**src/rtl/mini_cpu_pkg.sv**
```systemverilog
// Shared definitions for the mini CPU execute-stage arithmetic units:
// multiplier FSM state encoding, default operand width and product width.
package mini_cpu_pkg;

  localparam int WIDTH_DEF = 32;

  typedef enum logic [1:0] {
    ST_IDLE = 2'd0,
    ST_RUN  = 2'd1,
    ST_DONE = 2'd2
  } mul_state_t;

  function automatic int prod_width(input int width);
    return 2 * width;
  endfunction

endpackage

```
**src/rtl/negate_wide.sv**
```systemverilog
// Two's-complement negator of configurable width; used for signed operand
// magnitudes and for the signed product.
module negate_wide #(
  parameter int W = 64
) (
  input  logic [W-1:0] value,
  output logic [W-1:0] negated
);

  assign negated = (~value) + {{(W-1){1'b0}}, 1'b1};

endmodule

```
**src/rtl/seq_multiply.sv**
```systemverilog
// Iterative shift-add multiplier, one multiplier bit per clock, start/busy/done
// handshake. Optional two's-complement operation when MULTIPLY_SIGNED_EN is defined.
//
// Handshake: start is accepted on any rising edge where the unit is in IDLE or
// DONE; A/B/signed_op are sampled on that edge only. busy is high for exactly
// WIDTH cycles, then done pulses for one cycle with product valid; product then
// holds until the next accepted start.
module seq_multiply
  import mini_cpu_pkg::*;
#(
  parameter int WIDTH = WIDTH_DEF
) (
  input  logic                          clk,
  input  logic                          reset,
  input  logic                          start,
  input  logic                          signed_op,
  input  logic [WIDTH-1:0]              A,
  input  logic [WIDTH-1:0]              B,
  output logic                          busy,
  output logic                          done,
  output logic [prod_width(WIDTH)-1:0]  product
);

  localparam int PW = prod_width(WIDTH);
  localparam int CW = (WIDTH > 1) ? $clog2(WIDTH) : 1;
  localparam logic [CW-1:0] LAST_COUNT = CW'(WIDTH - 1);

  mul_state_t       state;
  mul_state_t       state_next;
  logic             accept;
  logic             finish;

  logic [WIDTH-1:0] mcand;
  logic [WIDTH-1:0] acc_hi;
  logic [WIDTH-1:0] acc_lo;
  logic [CW-1:0]    count;
  logic [PW-1:0]    product_r;

  logic [WIDTH:0]   sum;
  logic [WIDTH-1:0] step_hi;
  logic [WIDTH-1:0] step_lo;
  logic [PW-1:0]    result;
  logic [WIDTH-1:0] a_load;
  logic [WIDTH-1:0] b_load;

  // Keep the carry of hi + multiplicand, then shift {carry, hi, lo} right.
  assign sum     = {1'b0, acc_hi} + (acc_lo[0] ? {1'b0, mcand} : '0);
  assign step_hi = sum[WIDTH:1];
  assign step_lo = {sum[0], acc_lo[WIDTH-1:1]};

`ifdef MULTIPLY_SIGNED_EN
  logic             neg;
  logic             neg_load;
  logic [WIDTH-1:0] a_neg;
  logic [WIDTH-1:0] b_neg;
  logic [PW-1:0]    acc_neg;

  negate_wide #(.W(WIDTH)) u_neg_a   (.value(A), .negated(a_neg));
  negate_wide #(.W(WIDTH)) u_neg_b   (.value(B), .negated(b_neg));
  negate_wide #(.W(PW))    u_neg_acc (.value({step_hi, step_lo}), .negated(acc_neg));

  // The most-negative operand negates to itself, which is its correct unsigned magnitude.
  assign a_load   = (signed_op && A[WIDTH-1]) ? a_neg : A;
  assign b_load   = (signed_op && B[WIDTH-1]) ? b_neg : B;
  assign neg_load = signed_op && (A[WIDTH-1] ^ B[WIDTH-1]);
  assign result   = neg ? acc_neg : {step_hi, step_lo};
`else
  logic unused_signed_op;

  assign unused_signed_op = signed_op;
  assign a_load = A;
  assign b_load = B;
  assign result = {step_hi, step_lo};
`endif

  always_comb begin
    state_next = state;
    accept     = 1'b0;
    finish     = 1'b0;
    busy       = 1'b0;
    done       = 1'b0;
    case (state)
      ST_IDLE: begin
        if (start) begin
          accept     = 1'b1;
          state_next = ST_RUN;
        end
      end
      ST_RUN: begin
        busy = 1'b1;
        if (count == LAST_COUNT) begin
          finish     = 1'b1;
          state_next = ST_DONE;
        end
      end
      ST_DONE: begin
        done = 1'b1;
        if (start) begin
          accept     = 1'b1;
          state_next = ST_RUN;
        end else begin
          state_next = ST_IDLE;
        end
      end
      default: state_next = ST_IDLE;
    endcase
  end

  always_ff @(posedge clk) begin
    if (reset) begin
      state     <= ST_IDLE;
      mcand     <= '0;
      acc_hi    <= '0;
      acc_lo    <= '0;
      count     <= '0;
      product_r <= '0;
`ifdef MULTIPLY_SIGNED_EN
      neg       <= 1'b0;
`endif
    end else begin
      state <= state_next;
      if (accept) begin
        mcand  <= a_load;
        acc_hi <= '0;
        acc_lo <= b_load;
        count  <= '0;
`ifdef MULTIPLY_SIGNED_EN
        neg    <= neg_load;
`endif
      end else if (state == ST_RUN) begin
        acc_hi <= step_hi;
        acc_lo <= step_lo;
        count  <= count + CW'(1);
        if (finish) begin
          product_r <= result;
        end
      end
    end
  end

  assign product = product_r;

endmodule

```
**config.mk**
```make
export PLATFORM = sky130hd
export DESIGN_NAME = seq_multiply
export DESIGN_NICKNAME = d
export VERILOG_FILES = /design/src/rtl/mini_cpu_pkg.sv /design/src/rtl/negate_wide.sv /design/src/rtl/seq_multiply.sv
export SDC_FILE = /design/constraint.sdc
export NUM_CORES = 1
export LEC_CHECK = 0
export ABC_AREA = 1
export CAP_MARGIN = 20
export CORE_ASPECT_RATIO = 1.4
export CORE_MARGIN = 2
export CORE_UTILIZATION = 59
export CTS_CLUSTER_SIZE = 25
export DETAILED_ROUTE_END_ITERATION = 12
export PLACE_DENSITY = 0.87
export SLEW_MARGIN = 10
export SYNTH_ARGS = -nofsm -noshare
export SYNTH_HDL_FRONTEND = slang
export SYNTH_HIERARCHICAL = 1
export SYNTH_SLANG_ARGS = --single-unit
```
**constraint.sdc**
```tcl
create_clock -name clk -period 4.1 [get_ports clk]
set_input_delay 0.615 -clock clk [delete_from_list [all_inputs] [get_ports clk]]
set_output_delay 0.615 -clock clk [all_outputs]
set_load 0.05 [all_outputs]
```
==> impl_metrics.yaml, run 1 <==
status:
  status: "complete, no violations"
yosys:
  synth-async-reset-ratio_pct: 0
  synth.distinct_cells: 34
  postSynthCellCount: 1371
  synthesis.area_um2: 8900
  synth_edf_count: 0
  ys.flop_type: "dfxtp_1"
  yosysSeqAreaShare_pct: 37.5
  ys_ff_latch: 167
  yosysTopAreaCell: "dfxtp_1"
  synth_fp_nets: 1474
  synth_area_leaders: "dfxtp_1 (38%), nand2_1 (15%), inv_1 (9.7%)"
  synth.yosys.warnings: 6
  netlist.area_leader.share_pct: 37.5
  avgSynthCellArea_um2: 6.49
clock_network:
  post_cts_resized: 0
  ctsHoldBuffers: 0
  cts_setup_buffers: 0
  clk_pin_slew_ps: 70
  cts_made_buffers: 17
  cts.path.max_buffers: 2
  htree_levels: 4
  cts_tree: "built"
  cts_sinks: 167
  worstSkewPairLatency_ps: 440
  root_buffer: "clkbuf_16"
power:
  ir_worst_vdd_uv: 323
  p_sw_mw: 1.04
  seqPwrFrac_pct: 46.6
  switching_share_pct: 28.1
  clkPwrFrac_pct: 42.2
  pwr_density_cell_nw_per_um2: 342
  cellLeakagePower_nw: 5.58
  p_int_mw: 2.68
  power_frac_comb_pct: 11.1
critical_path:
  cp-end-kind: "register"
  r2r-start: "acc_lo[0]$_SDFFE_PP0P_"
  start_kind: "register"
  cp.arrival_ps: 3300
  crit_slowest_cell: "dfxtp_1"
  crit_buf_inv: 3
  cp_top_family: "simple AND/OR/NAND/NOR gates"
  reg2reg_to: "acc_hi[23]$_SDFFE_PP0P_"
  crit_fanout: 22
  r2r_slack_ps: 1130
  path_cells: "buf_4, nand2_1, inv_1, ha_1, fa_1, nand3_1, nand3_1, nand2_1, nand2_1, nand3_1, nand4_1, nand3_1, nand2_1, inv_1"
  critPathKind: "reg2reg"
  reg2reg_depth: 14
  slowest_delay_ps: 870
  critPathRequiredTime_ps: 4430
sta:
  finalMaxSlewViolations: 0
  relSlewSlack_pct: 43.0
  final-setup-viol-count: 0
  fin_crit_ps: 2970
  finalSetupTns_ps: 0
  hold_slack_ps: 470
  rsz0062_at_grt: "no"
  fmax_mhz: 337
  fin_skew_ps: 9.92
  post-route-period-util_pct: 72.4
  worst_pin_slew_ps: 855
  final_hold_viol_count: 0
die:
  fp.coreArea_um2: 14900
  die_h_um: 149
  die_area_um2: 16100
  start_util_pct: 59.7
  io_pins: 134
  rows: 53
  dieWidth_um: 108
flow_run:
  cap_violations: 0
grt:
  grt_pass1_wl_um: 39400
  antenna_found_initial: 0
  grt_usage_pct: 30.9
  overflow: 0
  grt_max_degree: 78
  grt_pass1_vias: 8526
detailed_routing:
  vias_per_cell: 5.21
  finalWirelength_um: 24300
  drtIter0Drc: 457
  vias: 8749
  ant_nets: 0
  drc: 0
  route.detailed.wl_per_inst_um: 14.5
  firstDrtPassIters: 5
place:
  portBuffers: 132
  dpl_cell_area_um2: 10300
  hpwl_um: 17200
  gp_congestion: 0.944
layout:
  finalNetCount: 1577
  drive_gt1_share_pct: 3.77
  area_growth_pct: 22.1
  n_antenna_cell: 0
  stdcell_area_um2: 10900
worst_hold_path:
  holdPathStages: 2
  hold_end: "product[29]$_SDFFE_PP0P_"
  hold_start: "acc_lo[30]$_SDFFE_PP0P_"
  worstHoldPathType: "reg2reg"
[synthesized netlist by cell type (12+ instances only)]
cell type,instances
o21bai_1,13
ha_1,34
buf_2,25
nor2_1,202
nand2_1,364
o21ai_0,66
nand3_1,103
o21a_1,16
a21oi_1,27
a31oi_1,12
dfxtp_1,167
inv_1,230
clkbuf_1,24
a221oi_1,20
[tightest hold or removal path, delay by kind of cell, from the launching register on]
family	cells	cell delay [ps]
AND/OR/NAND/NOR	2	100
flip-flops	1	330
[cells by family (layout without fill, tap and decap cells)]
family	after synthesis	after routing	synth area share, %
compound gates	174	174	11.9
xor+xnor	14	14	1.38
fa+ha+maj	35	35	5.00
buf+inv	292	408	12.8
flops	167	167	37.5
simple gates	689	689	31.4
[layout by cell type (no fill, tap or decap), types with 2 or more instances in the layout]
master,instances
nand2_1,364
o21bai_1,13
clkbuf_16,17
inv_8,3
o21ai_0,66
nor3_1,7
clkdlybuf4s50_1,132
ha_1,34
xor2_1,10
inv_2,7
o211ai_1,4
inv_6,2
nand4_1,4
clkinv_4,4
xnor2_1,4
a221oi_1,20
a21o_1,5
o21a_1,16
a21oi_1,27
clkinvlp_4,3
inv_1,228
nand3_1,103
buf_4,8
clkinv_8,2
o21ai_1,10
nor2_1,202
nor2_4,3
a31oi_1,12
dfxtp_1,167
[routing by layer]
metal  vias up  global-route usage [%]  share of wire (%)
met5         -                       0                  0
met4         0                    13.6                3.2
met3        55                    7.30                5.6
met2       242                    57.6                 52
met1      3991                    32.6                 39
li1       4461                       -                  -
[worst max-delay path by stage]
stage | endpoint | slack [ps] | cells after the start | from
after global placement | acc_hi[23]$_SDFFE_PP0P_ | 1220 | 14 | acc_lo[0]$_SDFFE_PP0P_
after global routing | acc_hi[19]$_SDFFE_PP0P_ | 910 | 14 | acc_lo[0]$_SDFFE_PP0P_
after detailed placement | acc_hi[23]$_SDFFE_PP0P_ | 1160 | 14 | acc_lo[0]$_SDFFE_PP0P_
after floorplan | acc_hi[19]$_SDFFE_PP0P_ | 2020 | 15 | acc_lo[0]$_SDFFE_PP0P_
final | acc_hi[23]$_SDFFE_PP0P_ | 1130 | 14 | acc_lo[0]$_SDFFE_PP0P_
after CTS | acc_hi[23]$_SDFFE_PP0P_ | 1130 | 14 | acc_lo[0]$_SDFFE_PP0P_
[power groups by stage]
stage	logic [mW]	clock network, mW	registers [mW]
2_1_floorplan	0.277	0	1.76
3_3_place_gp	0.397	0	1.77
3_5_place_dp	0.408	0	1.77
4_1_cts	0.412	1.58	1.73
5_1_grt	0.461	1.66	1.74
6_report	0.414	1.57	1.74
[cell type report]
| type | instances | area [um^2] |
|---|---|---|
| Tap cell | 192 | 240 |
| Sequential cell | 167 | 3340 |
| Clock buffer | 18 | 439 |
| Multi-Input combinational cell | 912 | 4420 |
| Fill cell | 1213 | 4050 |
| Inverter | 235 | 882 |
| Timing Repair Buffer | 141 | 1400 |
| Clock inverter | 14 | 141 |
[state kept, by name, indices dropped and copies added, names as in the netlist]
signal / count
acc_lo: 32
acc_hi: 32
state: 2
count: 5
mcand: 32
product: 64
[stage by stage]
step | instances | worst slack [ps] | util (%) | power [mW]
6_report | 1679 | 1130 | 72.8 | 3.72
3_5_place_dp | 1647 | 1160 | 69.0 | 2.18
4_1_cts | 1679 | 1130 | 72.8 | 3.73
5_1_grt | 1679 | 908 | 72.8 | 3.86
2_1_floorplan | 1371 | 2020 | - | 2.03
3_3_place_gp | 1647 | 1220 | 69.0 | 2.17
Note: power is estimated with default switching activity, not from simulation.
==> run 2: changes to the inputs <==
--- a/config.mk
+++ b/config.mk
@@ -9,10 +9,10 @@
 export CAP_MARGIN = 20
 export CORE_ASPECT_RATIO = 1.4
 export CORE_MARGIN = 2
-export CORE_UTILIZATION = 59
+export CORE_UTILIZATION = 55
 export CTS_CLUSTER_SIZE = 25
 export DETAILED_ROUTE_END_ITERATION = 12
-export PLACE_DENSITY = 0.87
+export PLACE_DENSITY = 0.82
 export SLEW_MARGIN = 10
 export SYNTH_ARGS = -nofsm -noshare
 export SYNTH_HDL_FRONTEND = slang
==> constraint.sdc (replaced) <==
create_clock -name clk -period 2.8 [get_ports clk]
set_input_delay 0.42 -clock clk [delete_from_list [all_inputs] [get_ports clk]]
set_output_delay 0.42 -clock clk [all_outputs]
set_load 0.05 [all_outputs]
==> run 2 against run 1 <==
  * Power is 47% higher
  * Via count did not move
  * Clock skew grew 2.3 ps
  * Core utilization is 4.7 points lower
  * First-iteration DRC count down 3.1%
==> impl_metrics.yaml, run 2 (synthesis results as in run 1) <==
status:
  status: "complete, no violations"
clock_network:
  worstSkewPairLatency_ps: 440
  ctsHoldBuffers: 0
  clk_pin_slew_ps: 80
  cts_made_buffers: 17
  root_buffer: "clkbuf_16"
  cts_sinks: 167
  htree_levels: 4
  cts_setup_buffers: 0
  cts_tree: "built"
  post_cts_resized: 0
  cts.path.max_buffers: 2
sta:
  final-setup-viol-count: 0
  rsz0062_at_grt: "no"
  hold_slack_ps: 465
  fin_ws_ps: 342
  fmax_mhz: 407
  relSlewSlack_pct: 45.0
  finalSetupTns_ps: 0
  post-route-period-util_pct: 87.8
  fin_skew_ps: 12.2
  worst_pin_slew_ps: 824
  fin_crit_ps: 2460
  finalMaxSlewViolations: 0
  final_hold_viol_count: 0
place:
  place_ws_ps: 369
  gp_congestion: 0.997
  portBuffers: 132
  placed_cells: 1659
  hpwl_um: 17300
detailed_routing:
  vias: 8749
  route.detailed.wl_per_inst_um: 14.1
  drc: 0
  vias_per_cell: 5.17
  drtIter0Drc: 443
  met2_length_um: 12100
  wl_met3_um: 1580
  finalWirelength_um: 23800
  dr.max_layer_used: "met4"
  met1_length_um: 9390
  ant_nets: 0
  firstDrtPassIters: 5
critical_path:
  slowest_delay_ps: 470
  cp.arrival_ps: 2790
  crit_fanout: 12
  path_cells: "buf_4, nand2_1, inv_1, ha_1, fa_1, nand3_1, nand3_1, nand3_1, nand3_1, nand3_1, nand2_1, nand2_1, nand3_1, nand2_1, inv_1"
  crit_slowest_cell: "fa_1"
  path_common_cell: "nand3_1"
  cp-end-kind: "register"
  critPathKind: "reg2reg"
  critPathRequiredTime_ps: 3130
  start_kind: "register"
grt:
  overflow: 0
  grt_usage_pct: 28.0
  grt_max_degree: 77
  grt_pass1_wl_um: 39400
  antenna_found_initial: 0
  grt_pass1_vias: 8500
die:
  rows: 55
  dieWidth_um: 112
  die_h_um: 155
  die_area_um2: 17200
  fp.coreArea_um2: 16000
  start_util_pct: 55.5
  io_pins: 134
layout:
  drive_gt1_share_pct: 4.09
  largest_register_ffs: 64
  final_cell_mix: "nand2_1 (364), inv_1 (228), nor2_1 (202)"
  n_antenna_cell: 0
  final_cell_count_no_fill: 1691
  layout.cells.most_common: "nand2_1"
  finalNetCount: 1582
  nFillCells: 1487
  area_growth_pct: 22.8
power:
  switching_share_pct: 28.3
  cellLeakagePower_nw: 5.61
  seqPwrFrac_pct: 46.4
  pwr_density_cell_nw_per_um2: 499
  p_int_mw: 3.91
  total_power_mw: 5.46
  p_sw_mw: 1.54
  clkPwrFrac_pct: 42.3
  ir_worst_vdd_uv: 440
  power_frac_comb_pct: 11.2
worst_hold_path:
  worstHoldPathType: "reg2reg"
flow_run:
  cap_violations: 0
run 2: cell types whose count changed in the layout (fill, tap and decap cells not counted), sizes merged:
cell,change
clkbuf,-1
inv,+1
clkinvlp,+1
buf,+5
clkinv,-1
run 2: final timing paths:
path | start | endpoint | slack, ps | depth (start not counted)
max | acc_lo[0]$_SDFFE_PP0P_ | acc_hi[19]$_SDFFE_PP0P_ | 340 | 15
min | acc_lo[28]$_SDFFE_PP0P_ | product[27]$_SDFFE_PP0P_ | 460 | 2
max reg2reg | acc_lo[0]$_SDFFE_PP0P_ | acc_hi[19]$_SDFFE_PP0P_ | 340 | 15
min reg2reg | acc_lo[28]$_SDFFE_PP0P_ | product[27]$_SDFFE_PP0P_ | 460 | 2
run 2: critical path, delay by kind of cell (launching register included):
kind / cells / cell delay, ps
buf+inv: 3 / 260
fa+ha+maj: 2 / 690
simple gates: 10 / 1090
flops: 1 / 320
run 2: layer usage:
metal | global-route usage, % | vias up
li1 | - | 4472
met1 | 29.9 | 3954
met2 | 52.0 | 273
met3 | 7.01 | 50
met4 | 12.1 | 0
met5 | 0 | -
run 2: area by class of cell:
type / count / area (um^2) / area share [%]
Timing Repair Buffer: 146 / 1450 / 13.3
Tap cell: 199 / 249 / 2.28
Clock inverter: 15 / 161 / 1.48
Sequential cell: 167 / 3340 / 30.6
Inverter: 235 / 882 / 8.07
Multi-Input combinational cell: 912 / 4420 / 40.4
Clock buffer: 17 / 425 / 3.89
run 2: power groups by stage:
stage	Combinational, mW	Clock, mW	Sequential [mW]
CTS	0.613	2.35	2.53
floorplan	0.406	0	2.57
global route	0.691	2.43	2.54
detailed placement	0.608	0	2.59
finish	0.612	2.31	2.54
global placement	0.596	0	2.59
run 2: per-stage QoR:
step / utilization [%] / instance area (um^2)
after global placement: 64.5 / 10300
after global routing: 68.2 / 10900
after detailed placement: 64.5 / 10300
after floorplan: - / 8900
final: 68.2 / 10900
after CTS: 68.2 / 10900
